### src/rtl/fifo_pkg.sv
// Shared helpers and reset constants for the synchronous FIFO family.
package fifo_pkg;

    // Occupancy counter must represent 0..DEPTH inclusive, hence one extra bit.
    function automatic int cnt_width(input int depth);
        return $clog2(depth) + 1;
    endfunction

    function automatic int ptr_width(input int depth);
        return $clog2(depth);
    endfunction

    localparam logic RST_STICKY = 1'b0;

endpackage

### src/rtl/param_sync_fifo_if.sv
// Bus bundle for param_sync_fifo. The producer/consumer side is the master and the FIFO is the slave.
interface param_sync_fifo_if
    import fifo_pkg::*;
#(
    parameter int WIDTH = 8,
    parameter int DEPTH = 16
);
    localparam int CNT_W = cnt_width(DEPTH);

    // Handshake: a write transfers when wr=1 and full=0 at the rising edge; a read
    // transfers when rd=1 and empty=0. Requests made against the flag are dropped
    // and latched into the sticky overflow/underflow bits.
    logic             wr;
    logic [WIDTH-1:0] data_in;
    logic             rd;
    logic [WIDTH-1:0] data_out;
    logic             full;
    logic             empty;
    logic             almost_full;
    logic             almost_empty;
    logic [CNT_W-1:0] count;
    logic             overflow;
    logic             underflow;

    modport master (
        output wr, data_in, rd,
        input  data_out, full, empty, almost_full, almost_empty, count, overflow, underflow
    );

    modport slave (
        input  wr, data_in, rd,
        output data_out, full, empty, almost_full, almost_empty, count, overflow, underflow
    );

endinterface

### src/rtl/fifo_mem.sv
// DEPTH x WIDTH storage with one synchronous write port and one read port.
// Read port is asynchronous when PARAM_SYNC_FIFO_FWFT_EN is defined, registered otherwise.
module fifo_mem #(
    parameter int WIDTH = 8,
    parameter int DEPTH = 16,
    parameter int AW    = $clog2(DEPTH)
) (
    input  logic             clk,
    input  logic             reset,
    input  logic             we,
    input  logic [AW-1:0]    waddr,
    input  logic [WIDTH-1:0] wdata,
    input  logic             re,
    input  logic [AW-1:0]    raddr,
    output logic [WIDTH-1:0] rdata
);
    logic [WIDTH-1:0] mem [DEPTH];

    // Storage is deliberately not reset; stale words are unreachable once pointers clear.
    always_ff @(posedge clk) begin
        if (we) begin
            mem[waddr] <= wdata;
        end
    end

`ifdef PARAM_SYNC_FIFO_FWFT_EN
    logic unused_rd_ctrl;
    assign unused_rd_ctrl = ^{reset, re};
    assign rdata = mem[raddr];
`else
    always_ff @(posedge clk) begin
        if (reset) begin
            rdata <= '0;
        end else if (re) begin
            rdata <= mem[raddr];
        end
    end
`endif

endmodule

### src/rtl/param_sync_fifo.sv
// Parameterised single-clock FIFO: pointers, occupancy count, threshold and sticky error flags.
// Define PARAM_SYNC_FIFO_FWFT_EN for first-word-fall-through output; default is registered read.
module param_sync_fifo
    import fifo_pkg::*;
#(
    parameter int WIDTH    = 8,
    parameter int DEPTH    = 16,
    parameter int AF_LEVEL = DEPTH - 2,
    parameter int AE_LEVEL = 2
) (
    input  logic               clk,
    input  logic               reset,
    param_sync_fifo_if.slave   bus
);
    localparam int AW    = ptr_width(DEPTH);
    localparam int CNT_W = cnt_width(DEPTH);

    localparam logic [CNT_W-1:0] CNT_FULL = CNT_W'(DEPTH);
    localparam logic [CNT_W-1:0] CNT_AF   = CNT_W'(AF_LEVEL);
    localparam logic [CNT_W-1:0] CNT_AE   = CNT_W'(AE_LEVEL);

    logic [AW-1:0]    wr_ptr;
    logic [AW-1:0]    rd_ptr;
    logic [CNT_W-1:0] count;
    logic             overflow;
    logic             underflow;
    logic             wr_ok;
    logic             rd_ok;
    logic [WIDTH-1:0] mem_rdata;

    // Acceptance looks only at flags derived from pre-edge state, so a simultaneous
    // read on full cannot free space for the write in the same cycle (and vice versa).
    always_comb begin
        wr_ok = bus.wr && !bus.full;
        rd_ok = bus.rd && !bus.empty;
    end

    always_ff @(posedge clk) begin
        if (reset) begin
            wr_ptr    <= '0;
            rd_ptr    <= '0;
            count     <= '0;
            overflow  <= RST_STICKY;
            underflow <= RST_STICKY;
        end else begin
            if (wr_ok) wr_ptr <= wr_ptr + AW'(1);
            if (rd_ok) rd_ptr <= rd_ptr + AW'(1);
            case ({wr_ok, rd_ok})
                2'b10:   count <= count + CNT_W'(1);
                2'b01:   count <= count - CNT_W'(1);
                default: count <= count;
            endcase
            overflow  <= overflow  | (bus.wr && bus.full);
            underflow <= underflow | (bus.rd && bus.empty);
        end
    end

    fifo_mem #(
        .WIDTH (WIDTH),
        .DEPTH (DEPTH),
        .AW    (AW)
    ) u_mem (
        .clk   (clk),
        .reset (reset),
        .we    (wr_ok),
        .waddr (wr_ptr),
        .wdata (bus.data_in),
        .re    (rd_ok),
        .raddr (rd_ptr),
        .rdata (mem_rdata)
    );

    assign bus.count        = count;
    assign bus.full         = (count == CNT_FULL);
    assign bus.empty        = (count == '0);
    assign bus.almost_full  = (count >= CNT_AF);
    assign bus.almost_empty = (count <= CNT_AE);
    assign bus.overflow     = overflow;
    assign bus.underflow    = underflow;

`ifdef PARAM_SYNC_FIFO_FWFT_EN
    assign bus.data_out = bus.empty ? '0 : mem_rdata;
`else
    assign bus.data_out = mem_rdata;
`endif

endmodule

### src/flat_wrapper.sv
// flat-port wrapper written by rule: the top's interface ports become plain ports
module param_sync_fifo_flat import fifo_pkg::*;
#(
    parameter int WIDTH    = 8,
    parameter int DEPTH    = 16,
    parameter int AF_LEVEL = DEPTH - 2,
    parameter int AE_LEVEL = 2
)
  (clk, reset, bus_wr, bus_data_in, bus_rd, bus_data_out, bus_full, bus_empty, bus_almost_full, bus_almost_empty, bus_count, bus_overflow, bus_underflow);
  param_sync_fifo_if #(.WIDTH(WIDTH), .DEPTH(DEPTH)) bus_i ();
  input  logic clk;
  input  logic reset;
  input wire logic [$bits(bus_i.wr)-1:0] bus_wr;
  input wire logic [$bits(bus_i.data_in)-1:0] bus_data_in;
  input wire logic [$bits(bus_i.rd)-1:0] bus_rd;
  output wire logic [$bits(bus_i.data_out)-1:0] bus_data_out;
  output wire logic [$bits(bus_i.full)-1:0] bus_full;
  output wire logic [$bits(bus_i.empty)-1:0] bus_empty;
  output wire logic [$bits(bus_i.almost_full)-1:0] bus_almost_full;
  output wire logic [$bits(bus_i.almost_empty)-1:0] bus_almost_empty;
  output wire logic [$bits(bus_i.count)-1:0] bus_count;
  output wire logic [$bits(bus_i.overflow)-1:0] bus_overflow;
  output wire logic [$bits(bus_i.underflow)-1:0] bus_underflow;
  assign bus_i.wr = bus_wr;
  assign bus_i.data_in = bus_data_in;
  assign bus_i.rd = bus_rd;
  assign bus_data_out = bus_i.data_out;
  assign bus_full = bus_i.full;
  assign bus_empty = bus_i.empty;
  assign bus_almost_full = bus_i.almost_full;
  assign bus_almost_empty = bus_i.almost_empty;
  assign bus_count = bus_i.count;
  assign bus_overflow = bus_i.overflow;
  assign bus_underflow = bus_i.underflow;
  param_sync_fifo #(.WIDTH(WIDTH), .DEPTH(DEPTH), .AF_LEVEL(AF_LEVEL), .AE_LEVEL(AE_LEVEL)) u_core (.clk(clk), .reset(reset), .bus(bus_i));
endmodule
### config.mk
export PLATFORM = sky130hd
export DESIGN_NAME = param_sync_fifo_flat
export DESIGN_NICKNAME = d
export VERILOG_FILES = /design/src/rtl/fifo_pkg.sv /design/src/rtl/param_sync_fifo_if.sv /design/src/rtl/fifo_mem.sv /design/src/rtl/param_sync_fifo.sv /design/src/flat_wrapper.sv
export SDC_FILE = /design/constraint.sdc
export NUM_CORES = 1
export LEC_CHECK = 0
export ABC_AREA = 0
export ABC_CLOCK_PERIOD_IN_PS = 6700
export CAP_MARGIN = 20
export CELL_PAD_IN_SITES_DETAIL_PLACEMENT = 1
export CELL_PAD_IN_SITES_GLOBAL_PLACEMENT = 2
export CORE_MARGIN = 2
export CORE_UTILIZATION = 35
export CTS_CLUSTER_DIAMETER = 150
export DETAILED_ROUTE_END_ITERATION = 10
export DONT_BUFFER_PORTS = 1
export GPL_TIMING_DRIVEN = 0
export HOLD_SLACK_MARGIN = 0.12
export PLACE_DENSITY = 0.59
export SYNTH_ARGS = -nofsm -noshare
export SYNTH_HDL_FRONTEND = slang
export SYNTH_HIERARCHICAL = 1
export SYNTH_SLANG_ARGS = --single-unit
export TNS_END_PERCENT = 20
### constraint.sdc
create_clock -name clk -period 6.7 [get_ports clk]
set_input_delay 1.34 -clock clk [delete_from_list [all_inputs] [get_ports clk]]
set_output_delay 1.34 -clock clk [all_outputs]
set_load 0.05 [all_outputs]
==> impl_summary.log <==
INFO  metric filler_cell_count = 1719
INFO  metric row_count = 48
INFO  metric antenna-diode-count = 0
INFO  metric worst_r2r_startpoint = u_core/bus.count[0]
INFO  metric vdd_ir_drop_max = 0.000287 V
INFO  metric worst_hold_startpoint = u_core/wr_ptr[3]
INFO  metric detailedRoute.firstIterationViolations = 164
INFO  metric track_usage = 17.6%
INFO  metric design.portCount = 31
INFO  metric io_buffer_count = 0
INFO  metric grt_setup_unrepaired = no
INFO  metric numPlacedInstances = 633
INFO  metric synth_adder_area_share = 1.55%
INFO  metric routed_wl = 15.1 mm
INFO  metric synth_compound_gate_area_share = 5.55%
INFO  metric fin_worst_skew = 6.55 ps
INFO  metric grt-ovfl-total = 0
INFO  metric design_power_total = 2.64 mW
INFO  metric netSwitchingPower = 0.844 mW
INFO  metric regToRegSetupSlack = 3290 ps
INFO  metric final_cell_count_no_fill = 664
INFO  metric dieHeight = 136 um
INFO  metric timing.critical_path.slowest_stage_cell = sky130_fd_sc_hd__nor2_1
INFO  metric synth_simple_gate_area_share = 7.77%
INFO  metric critical_path.cell_chain = or4_4, nor2_1
INFO  metric critical_path_arrival = 2410 ps
INFO  metric first_pass_grt_wire_length = 22.5 mm
INFO  metric worst_setup_path_start_kind = flop
INFO  metric timing.critical_path.required = 5360 ps
INFO  metric antenna_violating_nets_post_route = 0
INFO  metric postCtsSetupBuffers = 0
INFO  metric crit-reg2reg-capture = u_core/bus.count[4]
INFO  metric whs = 577 ps
INFO  metric clk-insertion-delay-late = 420 ps
INFO  metric gp_congestion = 0.741
INFO  metric yosys_warnings = 6
INFO  metric start_util = 35.6%
INFO  metric period_minus_slack = 3750 ps
INFO  metric drive_above_1_share = 12.1%
INFO  metric clock_sink_count = 151
INFO  metric flow.area_growth_from_synthesis = 14.7%
INFO  metric power.internal = 1.80 mW
INFO  metric chipWidth = 136 um
INFO  metric number_of_vias_in_the_routed_layout = 3392
INFO  metric min_to = u_core/wr_ptr[3]
INFO  metric cts_root_buf = sky130_fd_sc_hd__clkbuf_16
INFO  metric synth.mux.area_fraction = 10.9%
INFO  metric placeableCoreArea = 0.0172 mm^2
INFO  metric critical_path_fanout_max = 7
INFO  metric critical_path_depth = 2
INFO  metric finalSetupTns = 0 ps
INFO  metric detail_route.first_pass.iterations = 4
INFO  metric worst_slew_pin_slew = 1010 ps
INFO  metric htreeDepth = 4
INFO  metric postSynthNetCount = 422
INFO  metric worst_hold_path.num_cells = 2
INFO  metric yosys_cell_types = 38
INFO  metric cts_tree = built
INFO  metric die_area = 0.0186 mm^2
INFO  metric worst_hold_path_type = flop to flop
INFO  metric status = finished clean
INFO  metric design.final.nets = 446
INFO  metric syn_area = 0.00613 mm^2
INFO  metric grt_max_degree = 17
INFO  metric synth-seq-cells = 151
INFO  metric post_cts_hold_buffer_count = 0
INFO  metric yosys.area_share.xor_xnor = 1.14%
INFO  metric syn-instance-count = 403
INFO  metric multiInputGateArea = 0.00167 mm^2
INFO  metric switching_share = 31.9%
INFO  metric critPathCaptureType = output port
INFO  metric power.leakage = 2.25 nW
INFO  metric layout.cells.most_common_list = sky130_fd_sc_hd__edfxtp_1 (128), sky130_fd_sc_hd__mux2i_1 (67), sky130_fd_sc_hd__nor2_1 (30), sky130_fd_sc_hd__nand3_1 (27), sky130_fd_sc_hd__a22oi_1 (24)
INFO  metric synth_top_family_by_area = multiplexers
INFO  metric dominantRegCellSynth = sky130_fd_sc_hd__edfxtp_1
INFO  metric setup-violations-final = 0
INFO  metric hpwl = 10.2 mm
INFO  metric seq_power_share = 48.2%
INFO  metric grt_antenna_before_repair = 0
INFO  metric cellPowerDensity = 376 mW/mm^2
INFO  metric critical_path_class = flop to output port
INFO  metric layout_worst_path_cycle_share = 56.0%
INFO  metric total_of_max_cap_violations = 0
INFO  metric cts_resized = 0
INFO  metric tritoncts.num_buffers = 17
INFO  metric clk_transition_reported_paths = 60 ps
INFO  metric max-clock-path-buffers = 2
INFO  metric synth_async_sr_flop_share = 0%
INFO  metric route.detailed.vias_per_inst = 5.11
INFO  metric layout.cells.most_common = sky130_fd_sc_hd__edfxtp_1
INFO  metric timing_limited_maximum_frequency = 266 MHz
INFO  metric r2r_cells = 9
INFO  metric combPwrFrac = 16.8%
INFO  metric synth_edf_count = 128
INFO  metric timing.critical_path.buf_inv = 0
INFO  metric wire_per_inst = 22.8 um
INFO  metric regArea = 0.00430 mm^2
INFO  metric syn_area_per_cell = 15.2 um^2
INFO  metric clock_power_share = 35.0%
INFO  metric critical_path.max_stage_delay = 740 ps
INFO  metric yosysSeqAreaShare = 70.2%
INFO  metric relSlewSlack = 32.3%
INFO  metric hold_viol = 0
INFO  metric drc_errors = 0
INFO  metric final_max_slew_viol_count = 0
INFO  metric vias_in_the_first_global_route = 3528
INFO  metric worst_path_dominant_cell_family = simple AND/OR/NAND/NOR gates
tightest hold or removal path, stage by stage, from the launching register on:
cell	delay, ps
sky130_fd_sc_hd__dfxtp_1	340
sky130_fd_sc_hd__xnor2_1	160
sky130_fd_sc_hd__nor2_1	40
area by class of cell:
cell class | count | share of cell area (%)
inverters | 5 | 0.267
repair buffers | 5 | 0.569
clock buffers | 18 | 6.10
flip-flops and latches | 151 | 61.1
well taps | 225 | 4.00
clock inverters | 13 | 1.96
multi-input cells | 229 | 23.7
plain buffers | 18 | 2.26
routing by layer:
metal	GRT usage (%)	wire [um]	vias to the layer above
met3	4.21	747	14
li1	-	-	1590
met1	21.9	6350	1718
met5	0	0	-
met4	6.37	231	0
met2	29.7	7780	70
power by group through the flow:
stage	clock (mW)	combinational, mW	sequential, mW
final	0.925	0.445	1.27
after global routing	0.989	0.487	1.29
after CTS	0.947	0.454	1.28
after detailed placement	0	0.454	1.30
after global placement	0	0.431	1.29
after floorplan	0	0.322	1.27
cell usage after synthesis, types with 3 or more instances:
cell type | instances | area [um^2]
sky130_fd_sc_hd__nand3_1 | 27 | 135
sky130_fd_sc_hd__a22oi_1 | 24 | 180
sky130_fd_sc_hd__mux2i_1 | 67 | 671
sky130_fd_sc_hd__inv_1 | 5 | 18.8
sky130_fd_sc_hd__xnor2_1 | 4 | 35.0
sky130_fd_sc_hd__nand2_1 | 18 | 67.6
sky130_fd_sc_hd__clkbuf_1 | 3 | 11.3
sky130_fd_sc_hd__nor3_1 | 4 | 20.0
sky130_fd_sc_hd__nand3b_1 | 3 | 22.5
sky130_fd_sc_hd__xor2_1 | 4 | 35.0
sky130_fd_sc_hd__ha_1 | 6 | 75.1
sky130_fd_sc_hd__buf_8 | 3 | 45.0
sky130_fd_sc_hd__nor2_1 | 30 | 113
sky130_fd_sc_hd__buf_2 | 8 | 40.0
sky130_fd_sc_hd__a21oi_1 | 16 | 80.1
sky130_fd_sc_hd__dfxtp_1 | 23 | 460
sky130_fd_sc_hd__edfxtp_1 | 128 | 3840
cell families (layout without fill, tap and decap cells):
family | after synthesis | after routing
AOI/OAI and AO/OA | 49 | 49
xor gates and xnor gates | 8 | 8
adders and majority gates | 7 | 7
buffers and inverters | 23 | 59
DFF | 151 | 151
muxes | 67 | 67
and+or+nand+nor | 98 | 98
flip-flops by register name, indices dropped and copies added (netlist names):
signal,cells
u_core/rd_ptr,4
u_core/u_mem/mem,128
u_core/u_mem/rdata,8
u_core/wr_ptr,4
u_core/bus.count,5
u_core/bus.overflow,1
u_core/bus.underflow,1
worst max-delay path by stage:
stage | startpoint | end | slack, ps
floorplan | u_core/bus.count[4] | bus_almost_empty | 2210
global route | u_core/bus.count[0] | bus_empty | 2840
finish | u_core/bus.count[0] | bus_empty | 2950
global placement | u_core/bus.count[4] | bus_almost_empty | 2090
detailed placement | bus_wr | u_core/bus.count[4] | 3010
CTS | u_core/bus.count[0] | bus_empty | 2910
stage by stage:
step	area [um^2]	util [%]	setup WS, ps
finish	7040	40.8	2950
global route	7040	40.8	2840
CTS	7040	40.8	2910
detailed placement	6470	37.6	3010
global placement	6420	37.2	2090
floorplan	6130	-	2210
Note: power is estimated with default switching activity, not from simulation.
